[src/rtl/brc_pkg.sv]
// brc_pkg: shared types and constants for the serial branch comparator
package brc_pkg;
  localparam int NIBBLE_W = 4;
  typedef enum logic [1:0] {IDLE, CMP, DONE} brc_state_e;
endpackage

[src/rtl/nibble_cmp.sv]
// nibble_cmp: 4-bit unsigned magnitude compare slice
module nibble_cmp (
  input  logic [3:0] a,
  input  logic [3:0] b,
  output logic       gt,
  output logic       eq,
  output logic       lt
);
  assign gt = a > b;
  assign eq = a == b;
  assign lt = a < b;
endmodule

[src/rtl/brc_serial.sv]
// brc_serial: MSB-first nibble-serial branch comparator with valid/ready on both sides
module brc_serial
  import brc_pkg::*;
#(
  parameter int WIDTH = 32
) (
  input  logic             i_clk,
  input  logic             i_rst_n,
  input  logic             i_valid,
  output logic             o_ready,
  input  logic [WIDTH-1:0] i_rs1_data,
  input  logic [WIDTH-1:0] i_rs2_data,
  input  logic             i_br_un,
  output logic             o_valid,
  input  logic             i_ready,
  output logic             o_br_less,
  output logic             o_br_equal
);
  localparam int NN = WIDTH / NIBBLE_W;
  localparam int CW = NN > 1 ? $clog2(NN) : 1;
  brc_state_e state, state_nx;
  logic [CW-1:0] cnt;
  logic [WIDTH-1:0] a_q, b_q, msb_flip;
  logic gt, eq, lt, last;
  nibble_cmp u_cmp (
    .a (a_q[WIDTH-1 -: NIBBLE_W]),
    .b (b_q[WIDTH-1 -: NIBBLE_W]),
    .gt(gt),
    .eq(eq),
    .lt(lt)
  );
  assign last = cnt == CW'(NN - 1);
  // flipping the sign bit of both operands turns a signed compare into an unsigned one
  assign msb_flip = {~i_br_un, {(WIDTH-1){1'b0}}};
  always_ff @(posedge i_clk or negedge i_rst_n) begin
    if (!i_rst_n) state <= IDLE;
    else state <= state_nx;
  end
  always_comb begin
    state_nx = state == IDLE ? (i_valid ? CMP : IDLE) :
               state == CMP  ? (!eq || last ? DONE : CMP) :
                               (i_ready ? IDLE : DONE);
  end
  always_comb begin
    o_ready = state == IDLE;
    o_valid = state == DONE;
  end
  always_ff @(posedge i_clk or negedge i_rst_n) begin
    if (!i_rst_n) begin
      a_q        <= '0;
      b_q        <= '0;
      cnt        <= '0;
      o_br_less  <= 1'b0;
      o_br_equal <= 1'b0;
    end else if (state == IDLE && i_valid) begin
      a_q <= i_rs1_data ^ msb_flip;
      b_q <= i_rs2_data ^ msb_flip;
      cnt <= '0;
    end else if (state == CMP) begin
      if (!eq || last) begin
        o_br_less  <= lt & ~gt;
        o_br_equal <= eq;
      end else begin
        a_q <= a_q << NIBBLE_W;
        b_q <= b_q << NIBBLE_W;
        cnt <= cnt + 1'b1;
      end
    end
  end
endmodule

[config.mk]
export PLATFORM = sky130hd
export DESIGN_NAME = brc_serial
export DESIGN_NICKNAME = d
export VERILOG_FILES = /design/src/rtl/brc_pkg.sv /design/src/rtl/nibble_cmp.sv /design/src/rtl/brc_serial.sv
export SDC_FILE = /design/constraint.sdc
export NUM_CORES = 1
export LEC_CHECK = 0
export ABC_AREA = 1
export ABC_CLOCK_PERIOD_IN_PS = 1970
export CORE_ASPECT_RATIO = 0.7
export CORE_UTILIZATION = 54
export CTS_BUF_LIST = sky130_fd_sc_hd__clkbuf_8
export CTS_CLUSTER_DIAMETER = 60
export CTS_CLUSTER_SIZE = 20
export DETAILED_ROUTE_END_ITERATION = 10
export PLACE_DENSITY = 0.79
export SLEW_MARGIN = 10
export SYNTH_ARGS = -nofsm -noshare
export SYNTH_HDL_FRONTEND = slang
export SYNTH_SLANG_ARGS = --single-unit
export TNS_END_PERCENT = 1
[constraint.sdc]
create_clock -name i_clk -period 1.97 [get_ports i_clk]
set_clock_uncertainty 0.2 [all_clocks]
set_input_delay 0.4925 -clock i_clk [delete_from_list [all_inputs] [get_ports i_clk]]
set_output_delay 0.4925 -clock i_clk [all_outputs]
set_load 0.02 [all_outputs]
Word level (Yosys, flattened, before mapping)

Cells that the tools add are included.

Bits in registers: 71
Input port bits: 69
Output and inout port bits: 4
Logic and storage cells: 41

Add/sub/neg operators: 1
Order comparisons: 2
Equality and inequality tests: 5
Multiplexer cells: 14
Bitwise gates (word level): 6
Reduce and logical (&&, ||, !) cells: 7

Operators with widths:

| cell                  | number |
|---|---|
| $mux W32              | 6 |
| $xor A32 B32 Y32      | 2 |
| $mux W3               | 3 |
| $mux W2               | 4 |
| $eq A4 B4 Y1          | 1 |
| $gt A4 B4 Y1          | 1 |
| $lt A4 B4 Y1          | 1 |
| $add A3 B1 Y3 const B | 1 |
| $eq A3 B3 Y1 const B  | 1 |
| $not A1 Y1            | 3 |
| $reduce_and A3 Y1     | 1 |
| $eq A2 B1 Y1 const B  | 1 |
| $eq A2 B2 Y1 const B  | 1 |
| $logic_not A2 Y1      | 1 |
| $ne A2 B1 Y1 const B  | 1 |
| $reduce_and A2 Y1     | 1 |
| $reduce_bool A2 Y1    | 1 |
| $and A1 B1 Y1         | 1 |
| $logic_and A1 B1 Y1   | 1 |
| $logic_not A1 Y1      | 1 |
| $logic_or A1 B1 Y1    | 1 |
| $mux W1               | 1 |

Depth between registers and ports, before layout

Gate-level depths: netlist (run 1).

Depth in word-level cells: 6
Gate-level depth with buffers: 10
Depth with buffers taken out: 8

Modules after synthesis

From an unflattened synthesis (run 1), not the netlist that was laid out.

Cells, all modules: 415
Area total of the unflattened synthesis: 3365.7 um^2

By module, submodules not included:

| module     | instances | cells each | area an instance (um^2) |
|---|---|---|---|
| brc_serial | 1         | 395        | 3250.6 |
| nibble_cmp | 1         | 20         | 115.1 |

Least setup slack after synthesis (run 1)

Ideal clock, no wire load.

Kind: reg2reg
Start: register a_q[31]
End: register b_q[13]
Setup time: 0.116 ns
Arrival time: 1.423 ns
Required time: 1.654 ns
Slack: 0.230 ns
Stages on the path, launching flop included: 9
Buffers on the path: 2
Period minus slack after synthesis: 1.740 ns
Cells stage by stage: dfrtp_1 > ha_1 > nand2_1 > nor2_4 > nand3_2 > buf_4 > buf_4 > nand3_1 > nand2_1

Longest elaborated chain between the ends: 5

RTL lines:

| element                            | line             | RTL |
|---|---|---|
| from (decl)                        | brc_serial.sv:23 | `logic [WIDTH-1:0] a_q, b_q, msb_flip;` |
| from (signal assigned)             | brc_serial.sv:56 | `a_q <= i_rs1_data ^ msb_flip;` |
| from (signal assigned)             | brc_serial.sv:64 | `a_q <= a_q << NIBBLE_W;` |
| $eq A4 B4 Y1                       | nibble_cmp.sv:10 | `assign eq = a == b;` |
| $logic_not A1 Y1                   | brc_serial.sv:60 | `if (!eq \|\| last) begin` |
| $logic_or A1 B1 Y1                 | brc_serial.sv:60 |  |
| $ne A2 B1 Y1 (no source line)      | n/a              |  |
| $reduce_and A2 Y1 (no source line) | n/a              |  |
| to (signal assigned)               | brc_serial.sv:57 | `b_q <= i_rs2_data ^ msb_flip;` |
| to (signal assigned)               | brc_serial.sv:65 | `b_q <= b_q << NIBBLE_W;` |
| to (decl)                          | brc_serial.sv:23 |  |

Every way passes these cells.
A chain may end at the register's enable or synchronous reset.

Worst setup path in the final report (run 1)

Start: register state[0]
End: output port o_ready

Longest elaborated chain between the ends: 1

RTL lines:

| element                | line             | RTL |
|---|---|---|
| from (decl)            | brc_serial.sv:21 | `brc_state_e state, state_nx;` |
| from (signal assigned) | brc_serial.sv:37 | `else state <= state_nx;` |
| $logic_not A2 Y1       | brc_serial.sv:45 | `o_ready = state == IDLE;` |
| to (decl)              | brc_serial.sv:10 | `output logic o_ready,` |

Every way passes these cells.

==> flow_summary.json, run 1 <==
{
  "most-common-layout-cells": "nand2_1, dfrtp_1, nand3_1, clkdlybuf4s50_1, inv_1",
  "fp.dieH_um": 71.54,
  "rsz0062_at_grt": "no",
  "fin_crit_sh_pct": 97.18,
  "maxSlewViolCount": 0,
  "synthXorXnorAreaFrac_pct": 0,
  "synth-simple-area-share_pct": 42.84,
  "grt_pass1_vias": 3368,
  "vias_per_cell": 4.982,
  "drive_gt1_share_pct": 5.743,
  "synth_mux_area_share_pct": 0,
  "synth_seq_cells": 71,
  "hold_viol": 0,
  "layoutNonFillerInstCount": 683,
  "wirelength_mm": 8.876,
  "post_cts_buffers": 0,
  "setup_viol": 0,
  "tightestPinTransition_ns": 0.2777,
  "synth_compound_area_share_pct": 0.6038,
  "max_slew_margin_pct": 81.48,
  "dp_hpwl_mm": 5.870,
  "design_area_um2": 4776,
  "path_cells": "nor2_4 > clkdlybuf4s15_1",
  "clock_path_buffers": 2,
  "place_congestion": 0.7962,
  "synth-adder-area-share_pct": 2.013,
  "htreeDepth": 3,
  "slowest_stage": "dfrtp_1",
  "drc_errors": 0,
  "diodes": 0,
  "antenna_found_initial": 0,
  "ios": 73,
  "yosysUniqueCellTypes": 19,
  "cp-end-kind": "output port",
  "ys_seq_area_share_pct": 47.64,
  "grt_first_pass_wirelength_mm": 15.06,
  "grt_max_degree": 62,
  "core-area_um2": 6456,
  "cts_tree": "built",
  "initial_utilization_pct": 57.77,
  "grt_overflow": 0,
  "fin_tns_setup_ns": 0,
  "drt.antenna.violating_nets": 0,
  "drt_iter0_drc": 244,
  "timing.fmax_ghz": 0.5223,
  "cts.sinks": 71,
  "powerDensity_nw_per_um2": 1363,
  "peakVddDrop_v": 0.0006590,
  "worstSetupPathType": "reg -> out",
  "p_leak_uw": 0.002658,
  "area_growth_pct": 28.04,
  "mostFrequentLayoutCell": "nand2_1",
  "ys_warn_count": 0,
  "place_area_um2": 4551,
  "cp_num_buf_inv": 1,
  "synth_area_um2": 3730,
  "max-cap-violations": 0,
  "hold_ws_ns": 0.3019,
  "synth_top_family_by_area": "simple AND/OR/NAND/NOR gates",
  "drtPass1Iterations": 5,
  "cts_made_buffers": 9,
  "numPortBuffers": 72,
  "clock_latency_ns": 0.35,
  "die_area_um2": 7249,
  "cts-root-buf": "clkbuf_8",
  "syn-instance-count": 524,
  "start_kind": "register",
  "fp-row-count": 24,
  "cts.clk_slew.worst_paths_ns": 0.08,
  "grt_usage_pct": 27.07,
  "routedWlPerCell_um": 13.00,
  "die-width_um": 101.3,
  "period_needed_ns": 1.915,
  "cpPeakStageDelay_ns": 0.42,
  "via_count": 3403,
  "syn_nets": 599,
  "path_max_fanout": 3,
  "fin_nets": 662,
  "final_util_pct": 73.97,
  "crit_required_ns": 1.28,
  "hp-class": "reg -> reg",
  "path_delay_family": "flip-flops",
  "syn_avg_cell_area_um2": 7.118,
  "status": "completed",
  "cp.arrival_ns": 1.22,
  "placed_cells": 666
}
-- final cells by class --
cell class                 instances  area [um^2]
clock buffer                       9        123.9
clock inverter                     7        81.33
fill                             539         1680
inverter                          15        56.30
multi-input combinational        405         1708
sequential                        71         1777
tap                               91        113.9
timing repair buffer              85        915.9
-- kinds of logic after synthesis --
group,after synthesis
compound gates,4
fa+ha+maj,6
buf+inv,48
flops,71
simple gates,395
-- registers in the layout, summed over array words and instances, names as in the netlist --
register / count
o_br_less: 1
b_q: 32
cnt: 3
o_br_equal: 1
a_q: 32
state: 2
-- per-stage QoR --
stage | total power [uW] | setup WS, ns
CTS | 6523 | 0.01104
finish | 6509 | 0.05547
floorplan | 4443 | 0.2301
global placement | 5167 | 0.03997
detailed placement | 5276 | 0.007458
global route | 7072 | 0.008005
-- Yosys cell counts, drive strengths merged --
cell / instances / area share [%]
nand2: 323 / 33
dfrtp: 71 / 48
nand3: 68 / 9.3
buf: 28 / 4.9
inv: 15 / 1.5
ha: 6 / 2.0
clkbuf: 5 / 0.50
nor2: 4 / 0.81
a21oi: 2 / 0.27
a21o: 1 / 0.20
o21ai: 1 / 0.13
-- report_power, final --
| part | total, uW | switching [uW] | internal [uW] |
|---|---|---|---|
| registers | 2390 | 347 | 2040 |
| logic | 2880 | 1730 | 1150 |
| clock network | 1240 | 546 | 695 |
-- worst paths after layout --
kind	depth (start not counted)	to	slack [ns]	from
setup / recovery	2	o_ready	0.06	state[0]
hold / removal	2	a_q[2]	0.30	a_q[2]
hold reg to reg	2	a_q[2]	0.30	a_q[2]
max in group asynchronous	3	a_q[1]	0.71	i_rst_n
min in group asynchronous	2	b_q[6]	0.36	i_rst_n
setup reg to reg	7	b_q[26]	0.12	a_q[31]
-- worst register-to-register path: stages, from the launching register on --
cell and delay (ns):
dfrtp_1 0.41, ha_1 0.31, nand2_1 0.10, nor2_4 0.18
nand3_4 0.12, buf_12 0.23, nand3_1 0.12, nand2_1 0.06
-- timing repair --
item | CTS | global route
hold buffers | 1 | 0
setup endpoints to repair | 4 | 13
endpoints found under the hold margin | 18 | 0
gates resized for setup | 4 | 4
-- metal layers --
layer | track usage, % | share of wire, %
met4 | 7.890 | 1.0
met5 | 0 | 0
met1 | 37.49 | 49
met3 | 6.537 | 5.8
met2 | 42.71 | 45
Note: power is estimated with default switching activity, not from simulation.
==> run 2, diff against run 1 <==
- ABC_CLOCK_PERIOD_IN_PS: 1970 -> default
==> results of run 2 <==
No change in the layout: final DEF, timing and power equal those of run 1.
==> run 3, diff against run 2 <==
- CORE_MARGIN: default -> 2
- CORE_UTILIZATION: 54 -> 60
- DONT_BUFFER_PORTS: default -> 1
- PLACE_DENSITY: 0.79 -> 0.72
==> flow_summary.json, run 3 (synthesis gave the netlist of run 1 again) <==
{
  "path_delay_family": "simple AND/OR/NAND/NOR gates",
  "setup_viol": 0,
  "fp.dieH_um": 69.97,
  "initial_utilization_pct": 63.53,
  "seqCellArea_um2": 1777,
  "p_leak_uw": 0.002353,
  "dp_hpwl_mm": 5.284,
  "seqPwrFrac_pct": 38.6,
  "peakVddDrop_v": 0.0007083,
  "gr-max-usage-layer": "met1",
  "fin_crit_sh_pct": 91.39,
  "crit_required_ns": 2.05,
  "fill_cells": 533,
  "fp-row-count": 23,
  "switching_power_uw": 2548,
  "tightestPinTransition_ns": 0.3685,
  "hold_ws_ns": -0.3658,
  "met2_usage_pct": 36.15,
  "hold_viol": 71,
  "antenna_found_initial": 0,
  "drt.antenna.violating_nets": 0,
  "die_area_um2": 6873,
  "cp-end-kind": "register",
  "multi_input_comb_area_um2": 1708,
  "mostFrequentLayoutCell": "nand2_1",
  "cts-root-buf": "clkbuf_8",
  "numPortBuffers": 0,
  "grt_first_pass_wirelength_mm": 13.81,
  "status": "complete, but fails checks",
  "wirelength_mm": 8.089,
  "swShare_pct": 41.01,
  "drt_iter0_drc": 182,
  "cts.sinks": 71,
  "start_kind": "register",
  "cp_num_buf_inv": 2,
  "maxSlewViolCount": 0,
  "clock_latency_ns": 0.35,
  "top_regs": "a_q: 32 flops, b_q: 32 flops, cnt: 3 flops",
  "clock_path_buffers": 2,
  "ios": 73,
  "slowest_stage": "dfrtp_1",
  "cp.arrival_ns": 1.88,
  "power_uw": 6214,
  "timing.fmax_ghz": 0.5554,
  "max_slew_margin_pct": 75.34,
  "rsz0062_at_grt": "no",
  "hp-class": "in -> async",
  "max-cap-violations": 0,
  "comb_power_share_pct": 43.2,
  "core-area_um2": 5871,
  "routedWlPerCell_um": 13.59,
  "via_count": 3122,
  "cpMostUsedCell": "nand2_1",
  "period_needed_ns": 1.800,
  "drtPass1Iterations": 5,
  "htreeDepth": 3,
  "grt_max_degree": 76,
  "cts_made_buffers": 9,
  "violations": "negative hold slack",
  "diodes": 0,
  "clkPwrFrac_pct": 18.2,
  "met3_usage_pct": 7.708,
  "gr-usage-met1_pct": 38.17,
  "worstSetupPathType": "reg -> reg",
  "path_cells": "inv_1 > ha_1 > nand2_1 > nor2_4 > nand3_4 > nand2_4 > buf_6 > nand2_1 > nand2_1",
  "drc_errors": 0,
  "most-common-layout-cells": "nand2_1, dfrtp_1, nand3_1",
  "grt_pass1_vias": 2872,
  "cts.clk_slew.worst_paths_ns": 0.08,
  "fin_tns_setup_ns": 0,
  "cts_tree": "built",
  "grt_overflow": 0,
  "vias_per_cell": 5.247,
  "fin_nets": 590,
  "die-width_um": 98.24,
  "cpPeakStageDelay_ns": 0.35,
  "grt_usage_pct": 25.10,
  "drive_gt1_share_pct": 6.731,
  "powerDensity_nw_per_um2": 1551,
  "place_congestion": 0.7821,
  "path_max_fanout": 16,
  "p_int_uw": 3665,
  "area_growth_pct": 7.414
}
run 3: worst register-to-register path: cells and delay by family, from the launching register on:
family | cells | cell delay (ns)
simple gates | 6 | 0.69
flops | 1 | 0.35
fa+ha+maj | 1 | 0.27
buf+inv | 2 | 0.24
run 3: metal layers:
| layer | part of all wire (%) | vias to the layer above |
|---|---|---|
| li1 | - | 1595 |
| met1 | 49 | 1421 |
| met2 | 43 | 101 |
| met3 | 7.2 | 5 |
| met4 | 0.45 | 0 |
| met5 | 0 | - |
run 3: cell type report:
class                           instances  area share [%]
Tap cell                               75           2.342
Sequential cell                        71           44.35
Clock inverter                          6           1.312
Multi-Input combinational cell        405           42.63
Timing Repair Buffer                   13           4.528
Inverter                               15           1.405
Clock buffer                           10           3.435
run 3: power groups by stage:
stage | registers (uW) | logic, uW | clock network (uW)
after floorplan | 2320 | 2120 | 0
after global placement | 2390 | 2520 | 0
after detailed placement | 2420 | 2590 | 0
final | 2400 | 2680 | 1130
after CTS | 2390 | 2610 | 1150
after global routing | 2470 | 3120 | 1230
run 3: repair_timing:
action / in CTS / in global routing
buffers inserted: 0 / 0
endpoints found under the hold margin: 71 / 71
setup endpoints to repair: 0 / 31
resized for setup: 0 / 3
run 3: per-stage QoR:
step           worst slack [ns]  instances  utilization [%]  area, um^2
3_5_place_dp             0.1160        578            64.30        3775
2_1_floorplan            0.2301        524                -        3730
4_1_cts                 0.09966        594            67.54        3965
5_1_grt                 0.03106        595            68.24        4006
3_3_place_gp             0.1952        578            64.30        3775
6_report                 0.1696        595            68.24        4006
run 3: final timing paths:
kind	startpoint	to	slack [ns]	cells past startpoint
max	b_q[30]	b_q[11]	0.17	9
min reg2reg	a_q[23]	a_q[23]	0.31	2
min	i_rst_n	a_q[5]	-0.37	0
max reg2reg	b_q[30]	b_q[11]	0.17	9
max in group asynchronous	i_rst_n	a_q[18]	1.81	0
min in group i_clk	i_ready	state[1]	0.05	1
